`src/rtl/rv32i_types.sv`:
```
// Shared types for the eviction write-back buffer: the controller state encoding.
package rv32i_types;

  typedef enum logic [1:0] {
    IDLE,
    PMEM_READ,
    PMEM_WRITE
  } ewb_state_t;

endpackage

```
`src/rtl/ewb_match.sv`:
```
// Associative lookup over the buffered lines: reports a hit and the index of the
// youngest matching entry, searching backwards from the slot just behind tail.
module ewb_match
  import rv32i_types::*;
#(
  parameter int DEPTH  = 4,
  parameter int ADDR_W = 32,
  localparam int PTR_W = $clog2(DEPTH)
) (
  input  logic [DEPTH-1:0]  valid_i,
  input  logic [ADDR_W-1:0] addr_i [DEPTH],
  input  logic [ADDR_W-1:0] query_i,
  input  logic [PTR_W-1:0]  tail_i,
  output logic              hit_o,
  output logic [PTR_W-1:0]  idx_o
);

  // Walk oldest to youngest so the last assignment is the youngest match;
  // an offset of DEPTH wraps back onto tail itself, the oldest slot when full.
  always_comb begin
    hit_o = 1'b0;
    idx_o = '0;
    for (int k = DEPTH; k >= 1; k--) begin
      if (valid_i[tail_i - PTR_W'(k)] && (addr_i[tail_i - PTR_W'(k)] == query_i)) begin
        hit_o = 1'b1;
        idx_o = tail_i - PTR_W'(k);
      end
    end
  end

endmodule

```
`src/rtl/ewb_fifo.sv`:
```
// Eviction write-back buffer: queues dirty lines from the cache, drains them to
// memory in order, coalesces rewrites and serves reads from buffered lines.
module ewb_fifo
  import rv32i_types::*;
#(
  parameter int DEPTH  = 4,
  parameter int LINE_W = 256,
  parameter int ADDR_W = 32
) (
  input  logic                   clk,
  input  logic                   reset_n,
  input  logic [ADDR_W-1:0]      up_address,
  input  logic [LINE_W-1:0]      up_wdata,
  input  logic                   up_read,
  input  logic                   up_write,
  output logic [LINE_W-1:0]      up_rdata,
  output logic                   up_resp,
  output logic [ADDR_W-1:0]      pmem_address,
  output logic [LINE_W-1:0]      pmem_wdata,
  input  logic [LINE_W-1:0]      pmem_rdata,
  output logic                   pmem_read,
  output logic                   pmem_write,
  input  logic                   pmem_resp,
  output logic [$clog2(DEPTH):0] count,
  output logic                   empty,
  output logic                   full
);

  localparam int PTR_W = $clog2(DEPTH);
  localparam int CNT_W = PTR_W + 1;

  ewb_state_t        state_q, state_d;
  logic [PTR_W-1:0]  head_q, head_d, tail_q, tail_d;
  logic [CNT_W-1:0]  count_q, count_d;
  logic [DEPTH-1:0]  valid_q, valid_d;
  logic [ADDR_W-1:0] addr_q [DEPTH];
  logic [ADDR_W-1:0] addr_d [DEPTH];
  logic [LINE_W-1:0] data_q [DEPTH];
  logic [LINE_W-1:0] data_d [DEPTH];

  logic [DEPTH-1:0]  match_mask;
  logic              hit;
  logic [PTR_W-1:0]  hit_idx;
  logic              is_empty, is_full, push, pop;

  assign is_empty = (count_q == '0);
  assign is_full  = (count_q == CNT_W'(DEPTH));

  // A write must not coalesce into the head while it is on the memory bus.
  always_comb begin
    match_mask = valid_q;
    if (up_write && (state_q == PMEM_WRITE)) match_mask[head_q] = 1'b0;
  end

  ewb_match #(.DEPTH(DEPTH), .ADDR_W(ADDR_W)) u_match (
    .valid_i (match_mask),
    .addr_i  (addr_q),
    .query_i (up_address),
    .tail_i  (tail_q),
    .hit_o   (hit),
    .idx_o   (hit_idx)
  );

  always_comb begin
    state_d      = state_q;
    head_d       = head_q;
    tail_d       = tail_q;
    valid_d      = valid_q;
    addr_d       = addr_q;
    data_d       = data_q;
    up_resp      = 1'b0;
    up_rdata     = pmem_rdata;
    pmem_read    = 1'b0;
    pmem_write   = 1'b0;
    pmem_address = addr_q[head_q];
    pmem_wdata   = data_q[head_q];
    push         = 1'b0;
    pop          = 1'b0;

    if (up_write) begin
      if (hit) begin
        data_d[hit_idx] = up_wdata;
        up_resp         = 1'b1;
      end else if (!is_full) begin
        push            = 1'b1;
        valid_d[tail_q] = 1'b1;
        addr_d[tail_q]  = up_address;
        data_d[tail_q]  = up_wdata;
        tail_d          = tail_q + 1'b1;
        up_resp         = 1'b1;
      end
    end else if (up_read && hit) begin
      up_resp  = 1'b1;
      up_rdata = data_q[hit_idx];
    end

    unique case (state_q)
      IDLE: begin
        if (up_read && !hit)  state_d = PMEM_READ;
        else if (!is_empty)   state_d = PMEM_WRITE;
      end
      PMEM_READ: begin
        pmem_read    = 1'b1;
        pmem_address = up_address;
        if (up_read && !hit) up_resp = pmem_resp;
        if (pmem_resp) state_d = IDLE;
      end
      PMEM_WRITE: begin
        pmem_write = 1'b1;
        if (pmem_resp) begin
          pop             = 1'b1;
          valid_d[head_q] = 1'b0;
          head_d          = head_q + 1'b1;
          state_d         = IDLE;
        end
      end
      default: state_d = IDLE;
    endcase

    count_d = count_q + CNT_W'(push) - CNT_W'(pop);

    // Outputs are forced quiet while reset is held, before the first edge lands.
    if (!reset_n) begin
      up_resp    = 1'b0;
      pmem_read  = 1'b0;
      pmem_write = 1'b0;
    end
  end

  always_ff @(posedge clk) begin
    if (!reset_n) begin
      state_q <= IDLE;
      head_q  <= '0;
      tail_q  <= '0;
      count_q <= '0;
      valid_q <= '0;
    end else begin
      state_q <= state_d;
      head_q  <= head_d;
      tail_q  <= tail_d;
      count_q <= count_d;
      valid_q <= valid_d;
    end
  end

  // Line storage carries no reset; the valid bits alone decide what is live.
  always_ff @(posedge clk) begin
    addr_q <= addr_d;
    data_q <= data_d;
  end

  assign count = count_q;
  assign empty = !reset_n || is_empty;
  assign full  = reset_n && is_full;

endmodule

```
`config.mk`:
```
export PLATFORM = sky130hd
export DESIGN_NAME = ewb_fifo
export DESIGN_NICKNAME = d
export VERILOG_FILES = /design/src/rtl/rv32i_types.sv /design/src/rtl/ewb_match.sv /design/src/rtl/ewb_fifo.sv
export SDC_FILE = /design/constraint.sdc
export NUM_CORES = 2
export LEC_CHECK = 0
export BUFFER_PORTS_ARGS = -buffer_cell sky130_fd_sc_hd__buf_2
export CAP_MARGIN = 15
export CORE_AREA = 2 2 432 434
export CTS_CLUSTER_DIAMETER = 80
export DETAILED_ROUTE_END_ITERATION = 6
export DIE_AREA = 0 0 434 436
export PLACE_DENSITY = 0.58
export SYNTH_ARGS = -nofsm -noshare
export SYNTH_HDL_FRONTEND = slang
export SYNTH_SLANG_ARGS = --single-unit
```
`constraint.sdc`:
```
create_clock -name clk -period 18.3 [get_ports clk]
set_clock_uncertainty 0.05 [all_clocks]
set_input_delay 3.66 -clock clk [delete_from_list [all_inputs] [get_ports clk]]
set_output_delay 3.66 -clock clk [all_outputs]
set_load 0.05 [all_outputs]
```
After elaboration in Yosys (flattened, before gate mapping)
Index checks and enable logic that the tools add are counted.
{"block": "op_classes", "bitwise_logic": 12, "reduce_logical": 22, "eq_ne": 10, "n_mux": 80, "magnitude_cmp": 15, "addsub": 7}
{"cell": "$bwmux W1024", "count": 2}
{"cell": "$mux W1024", "count": 2}
{"cell": "$mux W256", "count": 8}
{"cell": "$bmux W256 S2", "count": 2}
{"cell": "$demux W256 S2", "count": 2}
{"cell": "$mux W32", "count": 12}
{"cell": "$bmux W32 S2", "count": 5}
{"cell": "$bwmux W128", "count": 1}
{"cell": "$eq A32 B32 Y1", "count": 4}
{"cell": "$demux W32 S2", "count": 1}
{"cell": "$mux W1", "count": 25}
{"cell": "$mux W4", "count": 6}
{"cell": "$ge A3 B3 Y1 const B", "count": 6}
{"cell": "$not A2 Y3", "count": 6}
{"cell": "$lt A2 B3 Y1 const B", "count": 5}
{"cell": "$mux W2", "count": 7}
{"cell": "$logic_and A1 B1 Y1", "count": 12}
{"cell": "$and A4 B4 Y4", "count": 2}
{"cell": "$bmux W1 S2", "count": 4}
{"cell": "$lt A3 B1 Y1 const B", "count": 2}
{"cell": "$reduce_and A2 Y1", "count": 3}
{"cell": "$add A2 B1 Y2 const B", "count": 2}
{"cell": "$demux W1 S2", "count": 2}
{"cell": "$ge A2 B1 Y1 const B", "count": 2}
{"cell": "20 further kinds", "count": 23}
{"block": "word_totals", "wordCells": 159, "register_bits": 1165, "out_inout_bits": 552, "in_bits": 549}

Depth between registers and ports, before layout
{"block": "logic_depth", "ltp_word": 21, "ltp_mapped": 25, "depth_no_buf": 18}

Cells and area by module
Synthesis repeated with hierarchy kept, for this count alone.
{"block": "hier_totals", "cells_unflattened": 4519, "area_unflattened_um2": 64045.2}
{"module": "ewb_fifo", "seq_area_each_um2": 34853.4, "area_per_inst_um2": 58939.0, "n_inst": 1, "cells_each": 3955}
{"module": "ewb_match", "seq_area_each_um2": 0.0, "area_per_inst_um2": 5106.1, "n_inst": 1, "cells_each": 564}

Worst setup path before layout
Ideal clock, no wire load.
{"block": "synth_path", "path_type": "in2reg", "start": "input up_address[5]", "end": "register data_q[512] (netlist bit) (enable)", "required_time_ps": 17341, "path_stages": 13, "arrival_ps": 17442, "setup_ps": 909, "n_path_buf": 3, "slack_ps": -100, "cell_sequence": "clkbuf_1 xnor2_1 mux2i_1 nand4_1 or4b_1 and4b_1 buf_2 nor4_1 a2111oi_4 inv_1 o21ai_4 buf_4 nor2b_1"}
{"block": "synth_via", "elab_chain_len": 8, "word_cells_on_any_way": 14, "classes_between": "eq/ne: 5; mux: 4; reduce/logical: 5"}
{"item": "from (decl)", "line": "ewb_fifo.sv:12", "text": "input logic [ADDR_W-1:0] up_address,"}
{"item": "$eq A32 B32 Y1", "line": "ewb_match.sv:24", "text": "if (valid_i[tail_i - PTR_W'(k)] && (addr_i[tail_i - PTR_W'(k)] == query_i)) begin"}
{"item": "$logic_and A1 B1 Y1", "line": "ewb_match.sv:24"}
{"item": "$mux W1 (3 in series)", "line": "ewb_match.sv:24"}
{"item": "$mux W1 (*)", "line": "ewb_match.sv:24"}
{"item": "$ne A2 B2 Y1 (no source line) (*)"}
{"item": "$reduce_and A2 Y1 (no source line) (*)"}
{"item": "to (signal assigned)", "line": "ewb_fifo.sv:149", "text": "data_q <= data_d;"}
{"item": "to (decl)", "line": "ewb_fifo.sv:38", "text": "logic [LINE_W-1:0] data_q [DEPTH];"}
Every way passes the cells marked *; elsewhere a longest branch is shown, timed or not.
A chain may end at the register's enable or synchronous reset.

Worst setup path in the final report
{"block": "layout_path", "start": "input up_write", "end": "output up_rdata[106]"}
{"block": "layout_via", "elab_chain_len": 15, "word_cells_on_any_way": 29, "classes_between": "mux: 22; bitwise: 1; reduce/logical: 6"}
{"item": "from (decl)", "line": "ewb_fifo.sv:15", "text": "input logic up_write,"}
{"item": "$logic_and A1 B1 Y1", "line": "ewb_fifo.sv:52", "text": "if (up_write && (state_q == PMEM_WRITE)) match_mask[head_q] = 1'b0;"}
{"item": "$mux W4", "line": "ewb_fifo.sv:52"}
{"item": "$bmux W1 S2", "line": "ewb_match.sv:24"}
{"item": "$mux W1 (implied by the code)", "line": "ewb_match.sv:24"}
{"item": "$logic_and A1 B1 Y1", "line": "ewb_match.sv:24"}
{"item": "$mux W2 (4 in series)", "line": "ewb_match.sv:24"}
{"item": "$not A2 Y3 (implied by the code)", "line": "ewb_fifo.sv:94", "text": "up_rdata = data_q[hit_idx];"}
{"item": "$bmux W256 S2", "line": "ewb_fifo.sv:94"}
{"item": "$mux W256 (implied by the code) (2 in series)", "line": "ewb_fifo.sv:94"}
{"item": "$mux W256", "line": "ewb_fifo.sv:92", "text": "end else if (up_read && hit) begin"}
{"item": "$mux W256 (*)", "line": "ewb_fifo.sv:80", "text": "if (up_write) begin"}
{"item": "to (decl)", "line": "ewb_fifo.sv:16", "text": "output logic [LINE_W-1:0] up_rdata,"}
Every way passes the cells marked *; elsewhere a longest branch is shown, timed or not. The select of a mux whose other input is x is not followed.

==> reports/metrics.csv <==
stage,metric,value,unit
outcome,status,completed,
worst_setup_path,r2r_slack,8880,ps
timing,finalHoldViolCount,0,
power_and_ir_drop,power_density,116,mW/mm²
power_and_ir_drop,p_leak,31.0,nW
logic_synthesis,synth_top_area_cell,edfxtp_1,
timing,final_max_slew_viol_count,0,
worst_setup_path,crit_path_start,up_write,
floorplan,io_pins,1101,
worst_setup_path,critPathCapture,up_rdata[106],
global_routing,grt_overflow,0,
clock_network,cts_hold_buffers,0,
global_routing,antenna_found_initial,150,
worst_hold_path,hold_class,reg2reg,
worst_setup_path,critPathSlowestCell,nor4bb_1,
logic_synthesis,yosysWarningCount,0,
worst_setup_path,worstPathRequired,14590,ps
detailed_routing,drt_first_pass_iters,6,
global_routing,track_usage,27.4,%
finish,fin_area,0.0807,mm²
timing,fin_crit,13080,ps
power_and_ir_drop,irDropWorstVdd,0.0764,mV
worst_setup_path,crit_chain,buf_2 > nand3_1 > nand4_1 > o21ai_0 > a32o_1 > and4b_1 > nor4bb_1 > or3b_4 > buf_12 > buf_12 > a22oi_1 > a21oi_1 > buf_2,
logic_synthesis,ys.flop_type,edfxtp_1,
logic_synthesis,syn-num-nets,5937,
clock_network,htreeDepth,4,
worst_setup_path,start_kind,input port,
floorplan,core.rowCount,158,
detailed_routing,drtIter0Drc,5203,
detailed_routing,vias,53225,
logic_synthesis,yosysSeqAreaShare,50.3,%
clock_network,cts_inserted_buffers,142,
finish,drive_gt1_share,28.9,%
logic_synthesis,synthCells,5375,
worst_setup_path,timing.rr.end,data_q[724],
floorplan,start_util,37.5,%
worst_setup_path,r2r_cells,18,
clock_network,cts_resized,0,
logic_synthesis,ys_ff_latch,1165,
logic_synthesis,synth.distinct_cells,72,
finish,syn2layout_area_growth,16.5,%
clock_network,cts.sinks,1165,
logic_synthesis,synth.area.top_cells,"edfxtp_1 (50%), mux4_2 (11%), and2_1 (9.3%), mux2i_1 (8.5%), a21oi_1 (3.5%)",
worst_setup_path,critPathMaxStageDelay,890,ps
timing,fin_tns_setup,0,ps
global_routing,grt_max_degree,157,
clock_network,post_cts_buffers,0,
timing,rsz0062_at_grt,no,
logic_synthesis,post_synth.cell_area_avg,12.9,µm²
floorplan,fp.dieH,436,µm
worst_setup_path,endpoint_kind,primary output,
timing,max_slew_margin,14.6,%
worst_setup_path,arrival,9370,ps
clock_network,path_clk_slew,50,ps
detailed_routing,wire_per_inst,30.2,µm
global_routing,grt_pass1_wl,379,mm
worst_setup_path,cp_max_fo,149,
logic_synthesis,async_flop_share,0,%
floorplan,fp.dieW,434,µm
logic_synthesis,synth_area,0.0693,mm²
floorplan,die-area,0.189,mm²
timing,tightest_slew,1280,ps
placed_design,dpl_cell_area,0.0760,mm²
detailed_routing,vias_per_cell,6.01,
floorplan,core_area,0.185,mm²
clock_network,clk_latency,810,ps
global_routing,grt_pass1_vias,51284,
placed_design,place_hpwl,168,mm
clock_network,cts_max_path_buffers,3,
logic_synthesis,synth_edf_count,1152,
timing,fmax,76.5,MHz
placed_design,gp_congestion,0.959,
detailed_routing,routed_wl,267,mm
finish,nNetsFinal,6720,
detailed_routing,ant_nets,0,
timing,period_share,71.5,%
logic_synthesis,synth_top_area_share,49.9,%
job,cap_viol_max_count,0,
worst_setup_path,r2r-start,tail_q[0],
detailed_routing,route.detailed.drc,0,
worst_setup_path,crit_type,in2out,
clock_network,cts_tree,built,
clock_network,root_buffer,clkbuf_16,
placed_design,io_buffers,1100,
timing,setup_viol,0,
-- layout by cell type, fill, tap and decap left out, types with 5 or more instances in the layout --
cell type,count
buf_4,61
a221oi_1,238
diode_2,106
clkbuf_16,142
nor3_1,12
nand2_1,63
inv_6,8
edfxtp_1,1152
nand4_1,28
mux2_2,55
bufinv_16,7
o21ai_0,8
buf_12,22
a22oi_1,238
clkbuf_1,40
xor2_1,20
a21oi_1,478
nor2b_1,6
ha_1,10
mux2i_1,589
o2111ai_1,5
clkinv_1,40
buf_2,1100
dfxtp_1,9
and2_1,1032
or2_0,5
nor4_1,12
o211ai_2,10
clkinv_2,11
nor2_1,28
mux4_2,347
xnor2_1,128
nand3_1,254
inv_1,7
nand2b_1,7
-- where the power goes --
part           internal, W  switching [W]
clock network      0.00154        0.00120
logic             0.000956        0.00214
registers          0.00334       0.000207
total              0.00584        0.00354
-- logic make-up (layout without fill, tap and decap cells) --
| logic type | Yosys count | after routing | share of synthesized area (%) |
|---|---|---|---|
| other cells | 0 | 106 | 0 |
| mux | 993 | 993 | 20.7 |
| simple gates | 1490 | 1490 | 12.8 |
| flops | 1165 | 1165 | 50.3 |
| xor+xnor | 148 | 148 | 1.87 |
| compound gates | 1011 | 1011 | 9.87 |
| buf+inv | 555 | 1450 | 4.20 |
| fa+ha+maj | 13 | 13 | 0.246 |
-- worst min-delay path by stage --
stage	depth (start not counted)	from	end	slack (ps)
2_1_floorplan	1	valid_q[0]	valid_q[0]	440
3_3_place_gp	1	valid_q[3]	valid_q[3]	470
3_5_place_dp	1	valid_q[3]	valid_q[3]	470
4_1_cts	1	valid_q[3]	valid_q[3]	480
5_1_grt	1	valid_q[3]	valid_q[3]	520
6_report	1	valid_q[3]	valid_q[3]	500
-- final cells by class --
type / count / area, µm²
Multi-Input combinational cell: 3655 / 31600
Timing Repair Buffer: 1183 / 6400
Inverter: 11 / 41.3
Tap cell: 2480 / 3100
Antenna cell: 106 / 265
Clock buffer: 182 / 3700
Sequential cell: 1165 / 34900
Fill cell: 17208 / 104000
Clock inverter: 74 / 707
-- metrics by stage --
step	setup slack [ps]	total power (W)	hold WS (ps)	instances	util (%)
after floorplan	19.6	0.00580	436	5375	-
after global placement	5560	0.00664	465	8494	41.2
after detailed placement	5520	0.00666	470	8494	41.2
after CTS	5510	0.00940	483	8750	43.6
after global routing	5000	0.00968	518	8813	43.6
final	5220	0.00937	496	8856	43.7
-- synth_stat cells (3+ instances only) --
| library cell | number |
|---|---|
| buf_1 | 57 |
| mux2_2 | 56 |
| mux2i_1 | 589 |
| edfxtp_1 | 1152 |
| nand2_1 | 63 |
| o211ai_2 | 10 |
| nor3_1 | 12 |
| a22oi_1 | 238 |
| inv_1 | 7 |
| buf_2 | 238 |
| a21oi_1 | 478 |
| xor2_1 | 20 |
| or2_0 | 5 |
| and2_1 | 1034 |
| xnor2_1 | 128 |
| nor2b_1 | 10 |
| buf_4 | 56 |
| mux4_2 | 347 |
| nand4_1 | 28 |
| a31oi_1 | 3 |
| ha_1 | 12 |
| or4b_1 | 4 |
| nor4_1 | 12 |
| o211ai_1 | 4 |
| o2111ai_1 | 5 |
| dfxtp_1 | 13 |
| a221oi_1 | 238 |
| and4_1 | 4 |
| nand2b_1 | 8 |
| o211a_1 | 3 |
| clkbuf_1 | 150 |
| nor4bb_1 | 4 |
| nor2_1 | 30 |
| o21ai_0 | 8 |
| nand3_1 | 254 |
| buf_6 | 42 |
-- layer usage --
metal	wire [µm]	track usage, %
met5	545	0
met1	99900	33.7
met3	23400	6.99
met4	17600	16.4
met2	126000	43.3
-- flip-flops by register name (all words and copies together), names as in the netlist --
signal and count:
addr_q 128, count 3, data_q 1024, head_q 2, state_q 2, tail_q 2, valid_q 4
-- critical path, delay by kind of cell --
family	cells	cell delay, ps
AOI/OAI and AO/OA	4	1220
buffers and inverters	4	1590
and+or+nand+nor	5	2290
Power figures use the tool's default switching activity.
